$ cat src/rtl/fp_add_arbiter.sv
// Round-robin arbiter sharing one multi-cycle fp32 adder between NREQ requesters.
// The adder request is held until its done pulse; a watchdog aborts a stuck operation with a quiet NaN.
//
// state   | meaning
// --------+---------------------------------------------------------------
// S_IDLE  | no operation; grant first requester at/after ptr, latch operands
// S_ISSUE | raise add_start, clear watchdog
// S_WAIT  | add_start held; wait for add_done or watchdog expiry
// S_RESP  | done/err pulse visible, advance round-robin pointer
module fp_add_arbiter #(
   parameter int NREQ    = 2,
   parameter int IDXW    = 1,
   parameter int TIMEOUT = 64
) (
   input  logic                 clk,
   input  logic                 rst,
   input  logic [NREQ-1:0]      req,
   input  logic [32*NREQ-1:0]   a_in,
   input  logic [32*NREQ-1:0]   b_in,
   output logic [NREQ-1:0]      done,
   output logic                 err,
   output logic [31:0]          res_out,
   output logic                 busy,
   output logic [IDXW-1:0]      gnt_idx,
   output logic [31:0]          add_a,
   output logic [31:0]          add_b,
   output logic                 add_start,
   input  logic [31:0]          add_res,
   input  logic                 add_done
);

   localparam int              WDW     = (TIMEOUT > 1) ? $clog2(TIMEOUT) : 1;
   localparam logic [WDW-1:0]  WD_LAST = WDW'(TIMEOUT - 1);
   localparam logic [IDXW-1:0] IDX_MAX = IDXW'(NREQ - 1);
   localparam logic [31:0]     QNAN    = 32'h7FC0_0000;

   typedef enum logic [1:0] {
      S_IDLE,
      S_ISSUE,
      S_WAIT,
      S_RESP
   } state_t;

   state_t            state;
   logic [IDXW-1:0]   ptr;
   logic [WDW-1:0]    wd_cnt;

   logic              pick_hit;
   logic [IDXW-1:0]   pick_idx;
   logic [31:0]       pick_a;
   logic [31:0]       pick_b;
   logic [NREQ-1:0]   gnt_onehot;
   logic [IDXW-1:0]   ptr_nxt;

   // Two passes give "first set bit at or after ptr, wrapping" without a rotator.
   always_comb begin
      pick_hit = 1'b0;
      pick_idx = '0;
      for (int i = 0; i < NREQ; i++) begin
         if (!pick_hit && req[i] && (IDXW'(i) >= ptr)) begin
            pick_hit = 1'b1;
            pick_idx = IDXW'(i);
         end
      end
      for (int i = 0; i < NREQ; i++) begin
         if (!pick_hit && req[i]) begin
            pick_hit = 1'b1;
            pick_idx = IDXW'(i);
         end
      end
   end

   always_comb begin
      pick_a = '0;
      pick_b = '0;
      for (int i = 0; i < NREQ; i++) begin
         if (IDXW'(i) == pick_idx) begin
            pick_a = a_in[32*i +: 32];
            pick_b = b_in[32*i +: 32];
         end
      end
   end

   always_comb begin
      gnt_onehot = '0;
      for (int i = 0; i < NREQ; i++) begin
         gnt_onehot[i] = (IDXW'(i) == gnt_idx);
      end
   end

   assign ptr_nxt = (gnt_idx == IDX_MAX) ? '0 : gnt_idx + IDXW'(1);

   // done/err are loaded on the WAIT->RESP edge so they are high exactly during RESP.
   always_ff @(posedge clk) begin
      if (rst) begin
         state     <= S_IDLE;
         ptr       <= '0;
         wd_cnt    <= '0;
         done      <= '0;
         err       <= 1'b0;
         res_out   <= '0;
         busy      <= 1'b0;
         gnt_idx   <= '0;
         add_a     <= '0;
         add_b     <= '0;
         add_start <= 1'b0;
      end else begin
         done <= '0;
         err  <= 1'b0;
         case (state)
            S_IDLE: begin
               if (pick_hit) begin
                  gnt_idx <= pick_idx;
                  add_a   <= pick_a;
                  add_b   <= pick_b;
                  busy    <= 1'b1;
                  state   <= S_ISSUE;
               end
            end
            S_ISSUE: begin
               add_start <= 1'b1;
               wd_cnt    <= '0;
               state     <= S_WAIT;
            end
            S_WAIT: begin
               if (add_done) begin
                  res_out   <= add_res;
                  add_start <= 1'b0;
                  done      <= gnt_onehot;
                  state     <= S_RESP;
               end else if (wd_cnt == WD_LAST) begin
                  res_out   <= QNAN;
                  err       <= 1'b1;
                  add_start <= 1'b0;
                  done      <= gnt_onehot;
                  state     <= S_RESP;
               end else begin
                  wd_cnt <= wd_cnt + WDW'(1);
               end
            end
            S_RESP: begin
               ptr   <= ptr_nxt;
               busy  <= 1'b0;
               state <= S_IDLE;
            end
            default: begin
               add_start <= 1'b0;
               busy      <= 1'b0;
               state     <= S_IDLE;
            end
         endcase
      end
   end

endmodule

$ cat config.mk
export PLATFORM = sky130hd
export DESIGN_NAME = fp_add_arbiter
export DESIGN_NICKNAME = d
export VERILOG_FILES = /design/src/rtl/fp_add_arbiter.sv
export SDC_FILE = /design/constraint.sdc
export NUM_CORES = 1
export LEC_CHECK = 0
export ABC_AREA = 1
export BUFFER_PORTS_ARGS = -buffer_cell sky130_fd_sc_hd__buf_2
export CAP_MARGIN = 10
export CORE_ASPECT_RATIO = 0.75
export CORE_UTILIZATION = 45
export CTS_CLUSTER_SIZE = 30
export DETAILED_ROUTE_END_ITERATION = 8
export GPL_TIMING_DRIVEN = 0
export PLACE_DENSITY = 0.9
export SLEW_MARGIN = 30
export SYNTH_ARGS = -nofsm -noshare
export SYNTH_HDL_FRONTEND = slang
export SYNTH_SLANG_ARGS = --single-unit
$ cat constraint.sdc
create_clock -name clk -period 1.95 [get_ports clk]
set_input_delay 0.39 -clock clk [delete_from_list [all_inputs] [get_ports clk]]
set_output_delay 0.39 -clock clk [all_outputs]
set_load 0.01 [all_outputs]
==> metrics.txt, run 1 <==
result of the run=finished clean; static leakage=3.93 nW; number of antenna violations at the first check in global routing=0; MaxCap Viol Count=0; nature of the critical path startpoint=flip-flop; clock input transition at the sequential cells of the worst setup and hold paths=0.07 ns; launch point of the critical path=wd_cnt[0]; number of post-CTS setup repair buffers=0; first-pass iteration count of the detailed router=5; data arrival time at the worst-slack endpoint=1.96 ns; type of element capturing the critical path=flip-flop; average footprint of a synthesized cell=7.26 sq um; vias after detailed routing=5379; Core Area=0.0105 sq mm; HPWL Detailed=11.3 mm; worst min-delay path class=in -> reg; endpoints failing hold=0; maximum number of pins on one net before global-route repair=19; count of distinct cell types in the synthesized netlist=24; via count of the first global-routing pass=4895; type of the setup path with the least slack=reg -> reg; ratio of cells with drive above 1 in the final layout=34.3%; final critical delay including setup and external delays=1.73 ns; share of synthesized area occupied by flip-flops and latches=44.7%; last weighted congestion value of the routability-driven placer=0.867; clock latency at the later pin of the worst-skew pair=0.34 ns; number of resized instances in the post-cts repair step=0; count of input and output buffers=265; overall power of the completed layout=8.31 mW; total of flip-flops plus latches after synthesis=111; TritonCTS sink count=111; Die Y-Extent=93.0 um; cells after synthesis=685; power density of the placed cells=1230 mW/mm^2; EDFF count, synth=0; worst slew margin relative to its limit=57.4%; clock skew=0.00578 ns; residual antenna-violating net count after detailed routing=0; global route overflow=0; Area Growth Syn to Fin=36.1%; final count of negative-setup-slack endpoints=0; cell taking the most area after synthesis=sky130_fd_sc_hd__dfxtp_1; number of buffers inserted for hold repair after clock tree synthesis=0; transition time at the pin with the least slew margin=0.638 ns; TritonCTS clock tree=yes; CTS root buffer=sky130_fd_sc_hd__clkbuf_16; DRC violations left=0; maximum fanout along the worst path=10; fin crit share=88.6%; number of vias per cell after detailed routing=4.88; CTS buffer count=9; aggregate global-route resource usage=25.1%; WHS=0.266 ns; Worst IR Drop VDD=0.503 mV; DRT Wirelength=14.4 mm; cell with the most instances after synthesis=sky130_fd_sc_hd__nand2_1; Total Nets Final=1132; H-tree levels=3; clock tree buffer depth=2; Yosys top cell area share=44.7%; count of warnings emitted by yosys=0; primary flip-flop cell chosen by synthesis mapping=sky130_fd_sc_hd__dfxtp_1; most frequent cells after synthesis=sky130_fd_sc_hd__nand2_1 (189), sky130_fd_sc_hd__nand3_1 (117), sky130_fd_sc_hd__dfxtp_1 (111); row count=32; total nets after synthesis=856; ys async rst share=0%; Worst Min Path Start=add_res[20]; reg-to-reg startpoint=wd_cnt[0]; RSZ-0062 raised after global routing=false; global-route wire length before repair=22.7 mm; Die X=123 um; first-iteration detailed-routing DRC count=192; largest cells by area after synthesis=sky130_fd_sc_hd__dfxtp_1 (45%), sky130_fd_sc_hd__nand2_1 (14%), sky130_fd_sc_hd__nand3_1 (12%); netlist area before placement=0.00497 sq mm; Slew Viols, Final=0; die outline area=0.0115 sq mm; highest clock frequency the design can meet=579 MHz; setup total negative slack=0 ns; # diodes=0; effective utilization at floorplan=47.4%; Routed WL per cell=13.1 um; Data required, critical path=2.18 ns; top-level I/O count=267
## critical path, stage by stage (launching register included)
cell and delay, ns:
sky130_fd_sc_hd__dfxtp_1 0.41, sky130_fd_sc_hd__ha_1 0.21, sky130_fd_sc_hd__nand2_1 0.09, sky130_fd_sc_hd__nor2_2 0.17, sky130_fd_sc_hd__nand3_1 0.19, sky130_fd_sc_hd__nand2_1 0.13
sky130_fd_sc_hd__inv_1 0.12, sky130_fd_sc_hd__buf_6 0.16, sky130_fd_sc_hd__nand3_1 0.06, sky130_fd_sc_hd__nand2_1 0.07
## per-layer routing
| metal | global-route usage [%] | wire length, um | vias to the layer above |
|---|---|---|---|
| met5 | 0 | 0 | - |
| met4 | 7.23 | 208 | 0 |
| met3 | 6.77 | 1080 | 20 |
| li1 | - | - | 2760 |
| met1 | 30.3 | 6250 | 2405 |
| met2 | 43.4 | 6850 | 194 |
## layout by cell type (no fill, tap or decap), types with 2 or more instances in the layout
master                        n
sky130_fd_sc_hd__buf_2      286
sky130_fd_sc_hd__nand2_1    189
sky130_fd_sc_hd__nand3_1    117
sky130_fd_sc_hd__dfxtp_1    111
sky130_fd_sc_hd__inv_1       79
sky130_fd_sc_hd__o211ai_1    64
sky130_fd_sc_hd__nor2_1      30
sky130_fd_sc_hd__inv_2       13
sky130_fd_sc_hd__o21ai_0     12
sky130_fd_sc_hd__clkbuf_1    11
sky130_fd_sc_hd__clkbuf_16    9
sky130_fd_sc_hd__buf_6        7
sky130_fd_sc_hd__ha_1         6
sky130_fd_sc_hd__a21oi_1      5
sky130_fd_sc_hd__buf_4        4
sky130_fd_sc_hd__nand4_1      4
sky130_fd_sc_hd__buf_1        3
sky130_fd_sc_hd__clkbuf_8     2
sky130_fd_sc_hd__inv_6        2
## final cells by class
cell class	count	area, sq um
timing repair buffer	265	1330
buffer	47	272
sequential	111	2220
multi-input combinational	434	2130
clock inverter	5	38.8
fill	981	3730
clock buffer	11	253
inverter	93	349
tap	136	170
## per-stage QoR
| stage | instances | instance area (sq um) | worst slack, ns | utilization (%) |
|---|---|---|---|---|
| after CTS | 1102 | 6760 | 0.231 | 64.4 |
| after global routing | 1102 | 6760 | 0.0707 | 64.5 |
| final | 1102 | 6760 | 0.223 | 64.5 |
| after global placement | 1086 | 6470 | 0.275 | 61.6 |
| after detailed placement | 1086 | 6470 | 0.234 | 61.6 |
| after floorplan | 685 | 4970 | 0.553 | - |
## where the power goes
group | switching, mW | total, mW | internal, mW | leakage [nW]
combinational | 2.00 | 3.32 | 1.32 | 2.88
clock | 0.805 | 1.75 | 0.945 | 0.143
sequential | 0.333 | 3.23 | 2.90 | 0.913
total | 3.14 | 8.31 | 5.17 | 3.93
## path summary, 6_finish.rpt
path / endpoint / slack [ns] / cells after the start
worst max-delay path: res_out[2] / 0.22 / 9
worst min-delay path: res_out[20] / 0.27 / 3
worst max register to register: res_out[2] / 0.22 / 9
worst min register to register: res_out[16] / 0.46 / 2
## cell families after synthesis
family | synth area share, %
flops | 44.7
compound gates | 11.9
buf+inv | 12.5
fa+ha+maj | 1.51
simple gates | 29.4
## state kept, by name (all words and copies together), names as in the netlist
| name | cells |
|---|---|
| wd_cnt | 6 |
| ptr | 1 |
| gnt_idx | 1 |
| res_out | 32 |
| busy | 1 |
| done | 2 |
| state | 2 |
| add_start | 1 |
| err | 1 |
| add_b | 32 |
| add_a | 32 |
(Power assumes the default switching activity.)
==> inputs of run 2 (changes only) <==
--- a/config.mk
+++ b/config.mk
@@ -5,15 +5,14 @@
 export SDC_FILE = /design/constraint.sdc
 export NUM_CORES = 1
 export LEC_CHECK = 0
-export ABC_AREA = 1
 export BUFFER_PORTS_ARGS = -buffer_cell sky130_fd_sc_hd__buf_2
 export CAP_MARGIN = 10
 export CORE_ASPECT_RATIO = 0.75
-export CORE_UTILIZATION = 45
+export CORE_UTILIZATION = 46
 export CTS_CLUSTER_SIZE = 30
 export DETAILED_ROUTE_END_ITERATION = 8
 export GPL_TIMING_DRIVEN = 0
-export PLACE_DENSITY = 0.9
+export PLACE_DENSITY = 0.91
 export SLEW_MARGIN = 30
 export SYNTH_ARGS = -nofsm -noshare
 export SYNTH_HDL_FRONTEND = slang
==> run 2 against run 1 <==
Sequential power is 2% lower. Routed wire length is 2.9% lower. Clock power is 4% higher. Largest cell class is now multi-input combinational cells. Largest power group unchanged. Highest routed layer unchanged.
==> metrics.txt, run 2 <==
residual antenna-violating net count after detailed routing=0; type of the setup path with the least slack=reg -> reg; primary flip-flop cell chosen by synthesis mapping=sky130_fd_sc_hd__dfxtp_1; logic depth of the worst setup path including buffers=7; total of fill cells in the finished design=910; maximum fanout along the worst path=9; EDFF count, synth=0; most used cells in the layout excluding fill and tap cells=sky130_fd_sc_hd__buf_2 (279), sky130_fd_sc_hd__dfxtp_1 (111), sky130_fd_sc_hd__nor2_1 (80); share of synthesized area occupied by flip-flops and latches=43.2%; cell with the most instances after synthesis=sky130_fd_sc_hd__dfxtp_1; count of input and output buffers=264; type of element capturing the critical path=flip-flop; cells after synthesis=511; HPWL Detailed=10.8 mm; clock latency at the later pin of the worst-skew pair=0.35 ns; CTS buffer count=9; nature of the critical path startpoint=flip-flop; Worst Min Path Start=add_res[6]; total area of sequential cells=0.00222 sq mm; cell taking the most area after synthesis=sky130_fd_sc_hd__dfxtp_1; CTS root buffer=sky130_fd_sc_hd__clkbuf_16; reg-to-reg startpoint=state[0]; maximum number of pins on one net before global-route repair=22; Core Area=0.0109 sq mm; RSZ-0062 raised after global routing=false; post-placement cell area=0.00665 sq mm; largest cells by area after synthesis=sky130_fd_sc_hd__dfxtp_1 (43%), sky130_fd_sc_hd__a211oi_2 (15%), sky130_fd_sc_hd__mux2i_1 (13%); registers with the most flip-flops=add_a (32), add_b (32), res_out (32); endpoints failing hold=0; clock skew=0.00919 ns; first-pass iteration count of the detailed router=4; cell family with most CP delay=flip-flops; clock input transition at the sequential cells of the worst setup and hold paths=0.08 ns; H-tree levels=3; internal power=5.34 mW; count of buffering cells on the critical path with inverters included=2; CP cell instances=inv_1, ha_1, buf_2, nor2b_1, and2_1, a31oi_1, a211oi_1; TritonCTS sink count=111; aggregate global-route resource usage=23.5%; Yosys top cell area share=43.2%; data arrival time at the worst-slack endpoint=2.02 ns; combined area of the multi-input logic cells=0.00259 sq mm; switching component of the power=3.43 mW; count of distinct cell types in the synthesized netlist=41; last weighted congestion value of the routability-driven placer=0.844; Die Y-Extent=93.6 um; effective utilization at floorplan=47.2%; result of the run=finished clean; average footprint of a synthesized cell=10.1 sq um; DRC violations left=0; final count of negative-setup-slack endpoints=0; clock tree buffer depth=2; share of power burned in the clock network=20.7%; global route overflow=0; Worst IR Drop VDD=0.577 mV; setup total negative slack=0 ns; CP max stage delay=0.39 ns; # diodes=0; most frequent cells after synthesis=sky130_fd_sc_hd__dfxtp_1 (111), sky130_fd_sc_hd__nor2_1 (80), sky130_fd_sc_hd__mux2i_1 (65); vias after detailed routing=4755; ys async rst share=0%; top-level I/O count=267; netlist area before placement=0.00515 sq mm; DRT Wirelength=14.0 mm; number of antenna violations at the first check in global routing=0; Total Nets Final=957; number of vias per cell after detailed routing=5.11; combinational fraction of design power=43.2%; switching share of power=39.2%; sequential cell fraction of total power=36.1%; die outline area=0.0116 sq mm; Non-Filler Cell Area, Final=0.00695 sq mm; worst slew margin relative to its limit=49.1%; Area Growth Syn to Fin=35.1%; TritonCTS clock tree=yes; ratio of cells with drive above 1 in the final layout=48.7%; Routed WL per cell=15.0 um; Worst Hold Depth=3; via count of the first global-routing pass=4507; fin crit share=90.6%; highest clock frequency the design can meet=566 MHz; final critical delay including setup and external delays=1.77 ns; launch point of the critical path=state[0]; row count=33; Slew Viols, Final=0; global-route wire length before repair=21.3 mm; static leakage=3.43 nW; Data required, critical path=2.21 ns; Die X=124 um; master of the slowest instance on the critical path=sky130_fd_sc_hd__dfxtp_1; total of flip-flops plus latches after synthesis=111; first-iteration detailed-routing DRC count=238; most common cell after layout, fill and taps aside=sky130_fd_sc_hd__buf_2; MaxCap Viol Count=0; power density of the placed cells=1260 mW/mm^2; transition time at the pin with the least slew margin=0.763 ns; total nets after synthesis=682; Worst Reg2Reg Path Length in Cells=7; worst min-delay path class=in -> reg; count of warnings emitted by yosys=0
==> run 2: cell types whose count changed in the layout (fill, tap and decap cells not counted), sizes merged, moves of 12 or more <==
cell / delta
a211oi: +69
a21oi: +31
inv: -86
o21ai: +12
nand2: -161
nor2: +49
mux2i: +65
o211ai: -63
nand3: -114
==> run 2: layer usage <==
layer / routed length [um] / vias to the layer above / GRT usage [%]
met2: 7040 / 161 / 41.6
met3: 867 / 26 / 5.85
met1: 5820 / 2203 / 27.7
li1: - / 2365 / -
met4: 250 / 0 / 7.14
met5: 0 / - / 0
==> run 2: metrics by stage <==
| step | std cells | setup WS [ns] | power (mW) | hold WS, ns | util [%] |
|---|---|---|---|---|---|
| floorplan | 511 | 0.392 | 5.74 | 0.468 | - |
| global placement | 915 | 0.195 | 6.88 | 0.459 | 61.0 |
| detailed placement | 915 | 0.129 | 7.01 | 0.464 | 61.0 |
| CTS | 931 | 0.126 | 8.83 | 0.264 | 63.8 |
| global route | 931 | 0.0136 | 9.36 | 0.265 | 63.8 |
| finish | 931 | 0.184 | 8.77 | 0.272 | 63.8 |
==> run 2: tightest hold or removal path, cell delays in order <==
cell	delay (ns)
sky130_fd_sc_hd__buf_2	0.09
sky130_fd_sc_hd__nand2_1	0.04
sky130_fd_sc_hd__a21oi_1	0.05
==> run 2: cell families after synthesis <==
logic type / share of synthesized area [%]
AOI/OAI and AO/OA: 23.9
and+or+nand+nor: 12.2
DFF: 43.2
muxes: 12.6
buffers and inverters: 6.66
adders and majority gates: 1.46
==> run 2: area by class of cell <==
cell class,count,share of cell area [%]
Sequential cell,111,32.0
Tap cell,140,2.52
Inverter,6,0.324
Multi-Input combinational cell,350,37.2
Clock buffer,9,3.24
Clock inverter,7,1.13
Timing Repair Buffer,264,19.0
Buffer,44,4.62
==> run 2: final timing paths <==
| check | slack, ns | to |
|---|---|---|
| worst max-delay path | 0.18 | wd_cnt[4] |
| worst min-delay path | 0.27 | res_out[6] |
| worst max register to register | 0.18 | wd_cnt[4] |
| worst min register to register | 0.48 | res_out[2] |
==> run 2: power by group through the flow <==
| stage | Clock, mW | Sequential (mW) | Combinational, mW |
|---|---|---|---|
| finish | 1.82 | 3.16 | 3.79 |
| global route | 1.94 | 3.24 | 4.18 |
| CTS | 1.85 | 3.16 | 3.82 |
| global placement | 0 | 3.19 | 3.70 |
| floorplan | 0 | 3.48 | 2.26 |
| detailed placement | 0 | 3.21 | 3.80 |
==> run 2: timing repair <==
action | CTS | global route
resized for setup | 0 | 3
buffers inserted | 0 | 0
setup endpoints to repair | 0 | 10
hold buffers | 0 | 0
